==> src/rtl/pipe_stage_seq.sv <==
`default_nettype none
// ============================================================================
// Module      : pipe_stage_seq
// Description : Job sequencer for the reconfigurable pipe-stage datapath.
//               Accepts one job descriptor (mode, beats per stage, stage
//               count), walks the datapath through each stage, paces operand
//               beats against upstream valid / downstream ready, waits for the
//               datapath to flush each stage and pulses done at job end.
// Ports       : CLK_i / RST_i          clock, async active-low reset
//               job_*                  job descriptor valid/ready handshake
//               in_valid_i/in_ready_o  operand beat handshake
//               out_ready_i            downstream backpressure
//               stall_o, stage_o, stage_boundary_o, mode_o  datapath control
//               finished_i             datapath flushed current stage
//               busy_o, done_o, err_o  status
// Revision    : 1.0  initial release
// ============================================================================
module pipe_stage_seq #(
    parameter int NUM_STAGES = 5,
    parameter int STAGE_W    = 3,
    parameter int LEN_W      = 8,
    parameter int MODE_W     = 2
) (
    input  logic               CLK_i,
    input  logic               RST_i,
    input  logic               job_valid_i,
    output logic               job_ready_o,
    input  logic [MODE_W-1:0]  job_mode_i,
    input  logic [LEN_W-1:0]   job_len_i,
    input  logic [STAGE_W-1:0] job_stages_i,
    input  logic               in_valid_i,
    output logic               in_ready_o,
    input  logic               out_ready_i,
    output logic               stall_o,
    output logic [STAGE_W-1:0] stage_o,
    output logic               stage_boundary_o,
    output logic [MODE_W-1:0]  mode_o,
    input  logic               finished_i,
    output logic               busy_o,
    output logic               done_o,
    output logic               err_o
);

    localparam logic [1:0] c_IDLE  = 2'd0;
    localparam logic [1:0] c_RUN   = 2'd1;
    localparam logic [1:0] c_DRAIN = 2'd2;
    localparam logic [1:0] c_DONE  = 2'd3;

    // One bit wider than the stage index so NUM_STAGES == 2^STAGE_W still fits.
    localparam logic [STAGE_W:0] c_MAX_STAGES = (STAGE_W+1)'(NUM_STAGES);

    logic [1:0]         r_state;
    logic [STAGE_W-1:0] r_stage;
    logic [MODE_W-1:0]  r_mode;
    logic [LEN_W-1:0]   r_cnt;
    // Terminal values are stored pre-decremented (len-1, stages-1) so that
    // the maximum length 2^LEN_W-1 and a full stage count both fit without
    // an extra bit; zero-valued jobs never enter RUN so the wrap is unused.
    logic [LEN_W-1:0]   r_last_beat;
    logic [STAGE_W-1:0] r_last_stage;
    logic               r_err;

    logic               w_run;
    logic               w_fire;
    logic               w_last_beat;
    logic [STAGE_W:0]   w_stages_ext;
    logic [STAGE_W:0]   w_stages_clamp;
    logic [STAGE_W-1:0] w_last_stage_in;
    logic               w_zero_job;

    always_comb begin
        w_run           = (r_state == c_RUN);
        w_fire          = w_run & in_valid_i & out_ready_i;
        w_last_beat     = (r_cnt == r_last_beat);
        w_stages_ext    = {1'b0, job_stages_i};
        w_stages_clamp  = (w_stages_ext > c_MAX_STAGES) ? c_MAX_STAGES : w_stages_ext;
        w_last_stage_in = STAGE_W'(w_stages_clamp - (STAGE_W+1)'(1));
        w_zero_job      = (job_len_i == '0) || (job_stages_i == '0);
    end

    always_ff @(posedge CLK_i or negedge RST_i) begin
        if (!RST_i) begin
            r_state      <= c_IDLE;
            r_stage      <= '0;
            r_mode       <= '0;
            r_cnt        <= '0;
            r_last_beat  <= '0;
            r_last_stage <= '0;
            r_err        <= 1'b0;
        end else begin
            // A flush indication outside DRAIN is a protocol violation; it is
            // recorded but otherwise ignored.
            if (finished_i && (r_state != c_DRAIN)) begin
                r_err <= 1'b1;
            end

            case (r_state)
                c_IDLE: begin
                    if (job_valid_i) begin
                        r_mode       <= job_mode_i;
                        r_stage      <= '0;
                        r_cnt        <= '0;
                        r_last_beat  <= job_len_i - LEN_W'(1);
                        r_last_stage <= w_last_stage_in;
                        r_state      <= w_zero_job ? c_DONE : c_RUN;
                    end
                end
                c_RUN: begin
                    if (w_fire) begin
                        if (w_last_beat) begin
                            r_cnt   <= '0;
                            r_state <= c_DRAIN;
                        end else begin
                            r_cnt <= r_cnt + LEN_W'(1);
                        end
                    end
                end
                c_DRAIN: begin
                    if (finished_i) begin
                        if (r_stage == r_last_stage) begin
                            r_state <= c_DONE;
                        end else begin
                            r_stage <= r_stage + STAGE_W'(1);
                            r_state <= c_RUN;
                        end
                    end
                end
                c_DONE: begin
                    r_state <= c_IDLE;
                end
                default: begin
                    r_state <= c_IDLE;
                end
            endcase
        end
    end

    always_comb begin
        job_ready_o      = (r_state == c_IDLE);
        in_ready_o       = w_run & out_ready_i;
        stall_o          = ~w_fire;
        stage_boundary_o = w_fire & w_last_beat;
        busy_o           = w_run | (r_state == c_DRAIN);
        done_o           = (r_state == c_DONE);
        err_o            = r_err;
        stage_o          = r_stage;
        mode_o           = r_mode;
    end

endmodule
`default_nettype wire

==> config.mk <==
export PLATFORM = sky130hd
export DESIGN_NAME = pipe_stage_seq
export DESIGN_NICKNAME = d
export VERILOG_FILES = /design/src/rtl/pipe_stage_seq.sv
export SDC_FILE = /design/constraint.sdc
export NUM_CORES = 1
export LEC_CHECK = 0
export ABC_AREA = 1
export BUFFER_PORTS_ARGS = -buffer_cell sky130_fd_sc_hd__buf_2
export CORE_MARGIN = 2
export CORE_UTILIZATION = 45
export CTS_BUF_LIST = sky130_fd_sc_hd__clkbuf_16
export DETAILED_ROUTE_END_ITERATION = 12
export MAX_ROUTING_LAYER = met4
export PLACE_DENSITY = 0.71
export SLEW_MARGIN = 20
export SYNTH_ARGS = -nofsm -noshare
export SYNTH_HDL_FRONTEND = slang
export SYNTH_SLANG_ARGS = --single-unit
==> constraint.sdc <==
create_clock -name CLK_i -period 2.35 [get_ports CLK_i]
set_input_delay 0.235 -clock CLK_i [delete_from_list [all_inputs] [get_ports CLK_i]]
set_output_delay 0.235 -clock CLK_i [all_outputs]
set_load 0.1 [all_outputs]
==> summary.txt <==
Status
  – Status: completed

Clock network
  – Clock sink count: 27
  – Skew-Pair Late Insertion Delay: 260 ps
  – Root buffer cell: clkbuf_16
  – Clk slew on worst S/H paths: 70 ps
  – Htree depth: 1
  – Worst-case clock buffer depth: 2
  – CTS resizes: 0
  – CTS tree: done
  – Cts bufs inserted: 3

Synth
  – Distinct cell type count after synthesis: 23
  – Synthesized instance count: 233
  – Top-area cell type share of the netlist area: 40.03%
  – Post-synth EDFFs: 0
  – Largest cells by area after synthesis: dfrtp_1 (40%), nand2_1 (18%), ha_1 (7.4%)
  – Area leader, netlist: dfrtp_1
  – Async SR Flop Fraction: 100.0%
  – Most instantiated cells after synthesis: nand2_1 (82), inv_1 (29), nor2_1 (28), dfrtp_1 (27), o21ai_0 (13)
  – Main synth FF type: dfrtp_1
  – Synthesis-stage register bit count: 27
  – Yosys Warn Count: 0
  – Sequential area share after synthesis: 40.03%
  – Most frequent cell after synthesis: nand2_1
  – Syn avg cell area: 7.244 µm²
  – Post-Syn Nets: 262
  – Cell Area, Synth: 1688 µm²

Placement
  – # port buffers: 30
  – Placed cell areas: 1909 µm²
  – Final GP Congestion: 0.7959
  – Cells after DPL: 310
  – Pre-CTS setup slack: 573.6 ps
  – Final HPWL DP: 2574 µm

GRT
  – GRT Total Usage: 18.00%
  – Initial antenna violation count: 0
  – Largest net degree at the start of global routing: 28
  – Vias in the first global route: 1322
  – First-pass GRT wire length: 5844 µm
  – GRT Residual Overflow: 0

Routing
  – DR WL/cell: 10.70 µm
  – Final wirelength: 3372 µm
  – Vias per inst: 4.651
  – Drt first pass iters: 4
  – Iter 0 DRT Violations: 66
  – Routed Antenna Nets: 0
  – Remaining DRCs: 0
  – Vias post-DR: 1465

STA
  – Final Hold Fails: 0
  – Setup ws final: 286.1 ps
  – Final setup viols: 0
  – Tmin final: 2064 ps
  – Relative slew slack: 58.62%
  – Setup TNS: 0 ps
  – Max Clock Skew: 2.367 ps
  – Fmax: 0.4845 GHz
  – Slew Viols, Final: 0
  – Worst-Margin Slew: 620.6 ps
  – Final period utilization: 87.83%
  – Unrepaired setup endpoints after global routing: no

Critical path
  – FF-to-FF path depth: 8
  – Crit start category: register
  – Req. time, crit path: 2120 ps
  – Worst-path cell chain: inv_1 -> ha_1 -> nand2_1 -> clkinvlp_4 -> nand2_4 -> nor2_4 -> buf_2
  – Largest stage delay on the critical path: 420 ps
  – Reg2reg setup slack: 600 ps
  – RR Endpoint: r_cnt[3]$_DFFE_PN0P_
  – Worst-path fanout max: 6
  – WP data arrival: 1830 ps
  – Critical-path top delay cell: buf_2
  – Worst r2r src: r_state[0]$_DFFE_PN0P_
  – Number of cells on the critical path: 7
  – CP bufs+invs: 3
  – Crit path max-delay family: buffers and inverters
  – Crit end category: output pin
  – WS Path Type: reg -> out

Hold path
  – Hold Crit Start: job_mode_i[1]
  – Hold EP: mode_o[1]$_DFFE_PN0P_
  – Min-Delay Path Depth: 3
  – Hold Crit Class: in -> reg

Finish
  – Syn-to-layout area delta: 18.46%
  – Inserted Diodes: 0
  – Fillers: 383
  – Nets: 297
  – Post-route cell area: 1999 µm²
  – Layout cells sized above 1: 16.10%
  – Non-Filler Instances: 315

Floorplan
  – Chip width: 65.25 µm
  – IO Count: 31
  – Die area: 4257 µm²
  – Placement row count: 22
  – Placeable Area: 3633 µm²
  – Die Y: 65.25 µm
  – Starting Density: 46.45%

Power and ir drop
  – Reg power frac: 28.6%
  – Internal Pwr Total: 1202 µW
  – Switching portion of total power: 53.15%
  – Pwr Density: 1283 nW/µm²
  – Peak VDD IR: 0.6537 mV
  – Clock share of power: 15.1%
  – Power, Total: 2565 µW
  – Switch Pwr: 1363 µW
  – Gate power share: 56.2%
  – Leakage: 0.001029 µW

Flow run
  – Max_cap viols: 0
==> cells in the final DEF (no fill, tap or decap), drive strengths merged, types with 3 or more instances in the layout <==
cell type,netlist,layout
xor2,7,7
buf,1,31
ha,10,10
nand3,6,6
clkbuf,1,3
nor2,29,29
dfrtp,27,27
inv,29,28
a21oi,8,8
xnor2,7,7
nand2,83,83
o21ai,15,15
==> sequential cells by signal, indices dropped and copies added, names as in the netlist <==
signal / cells
err_o: 1
mode_o: 2
r_cnt: 8
r_last_beat: 8
r_last_stage: 3
r_state: 2
stage_o: 3
==> worst register-to-register path: stages (launching register included) <==
cell and delay [ps]:
dfrtp_1 400, inv_1 100, ha_1 280, nand2_1 120, o21ai_1 100, nor2_4 300, nand2_1 110, xor2_1 150
a21oi_1 120
==> cells by family after synthesis <==
| family | synth area share [%] |
|---|---|
| AOI/OAI and AO/OA | 8.674 |
| DFF | 40.03 |
| adders and majority gates | 7.413 |
| buffers and inverters | 7.560 |
| and+or+nand+nor | 29.06 |
| xor gates and xnor gates | 7.265 |
==> power by group through the flow <==
stage / registers [µW] / logic (µW) / clock network (µW)
after detailed placement: 743 / 1450 / 0
after CTS: 735 / 1460 / 399
final: 735 / 1440 / 388
after floorplan: 949 / 1000 / 0
after global placement: 740 / 1430 / 0
after global routing: 758 / 1600 / 417
==> metrics by stage <==
| stage | hold slack, ps | utilization [%] |
|---|---|---|
| final | 158.6 | 55.03 |
| after global routing | 186.8 | 55.03 |
| after CTS | 156.8 | 55.03 |
| after detailed placement | 284.1 | 52.55 |
| after global placement | 282.5 | 52.55 |
| after floorplan | -60.59 | - |
==> layer usage <==
metal  up-vias  GRT usage [%]  wire [µm]
li1        788              -          -
met1       649          23.74       1730
met2        25          28.95       1502
met3         3          2.055        107
met4         0          6.250         31
met5         -              -          0
==> worst max-delay path by stage <==
stage                                 startpoint          endpoint  slack (ps)
after CTS                 r_state[1]$_DFFE_PN0P_  stage_boundary_o         270
after detailed placement  r_state[1]$_DFFE_PN0P_  stage_boundary_o         570
final                     r_state[1]$_DFFE_PN0P_  stage_boundary_o         290
after global routing      r_state[1]$_DFFE_PN0P_  stage_boundary_o         140
after floorplan           r_state[1]$_DFFE_PN0P_  stage_boundary_o          60
after global placement    r_state[1]$_DFFE_PN0P_  stage_boundary_o         620
==> repair_timing <==
action,4_1_cts,5_1_grt
setup endpoints to repair,0,0
setup buffers,0,0
endpoints found under the hold margin,1,0
hold buffers,1,0
==> final cells by class <==
cell class                      count  area, µm²  share of cell area (%)
Multi-Input combinational cell    174      899.6                   44.99
Sequential cell                    27      675.6                   33.79
Timing Repair Buffer               32      167.7                   8.385
Inverter                           30      116.4                   5.820
Clock buffer                        3      75.07                   3.755
Tap cell                           48      60.06                   3.004
Clock inverter                      1      5.005                  0.2503
(Power assumes the default switching activity.)
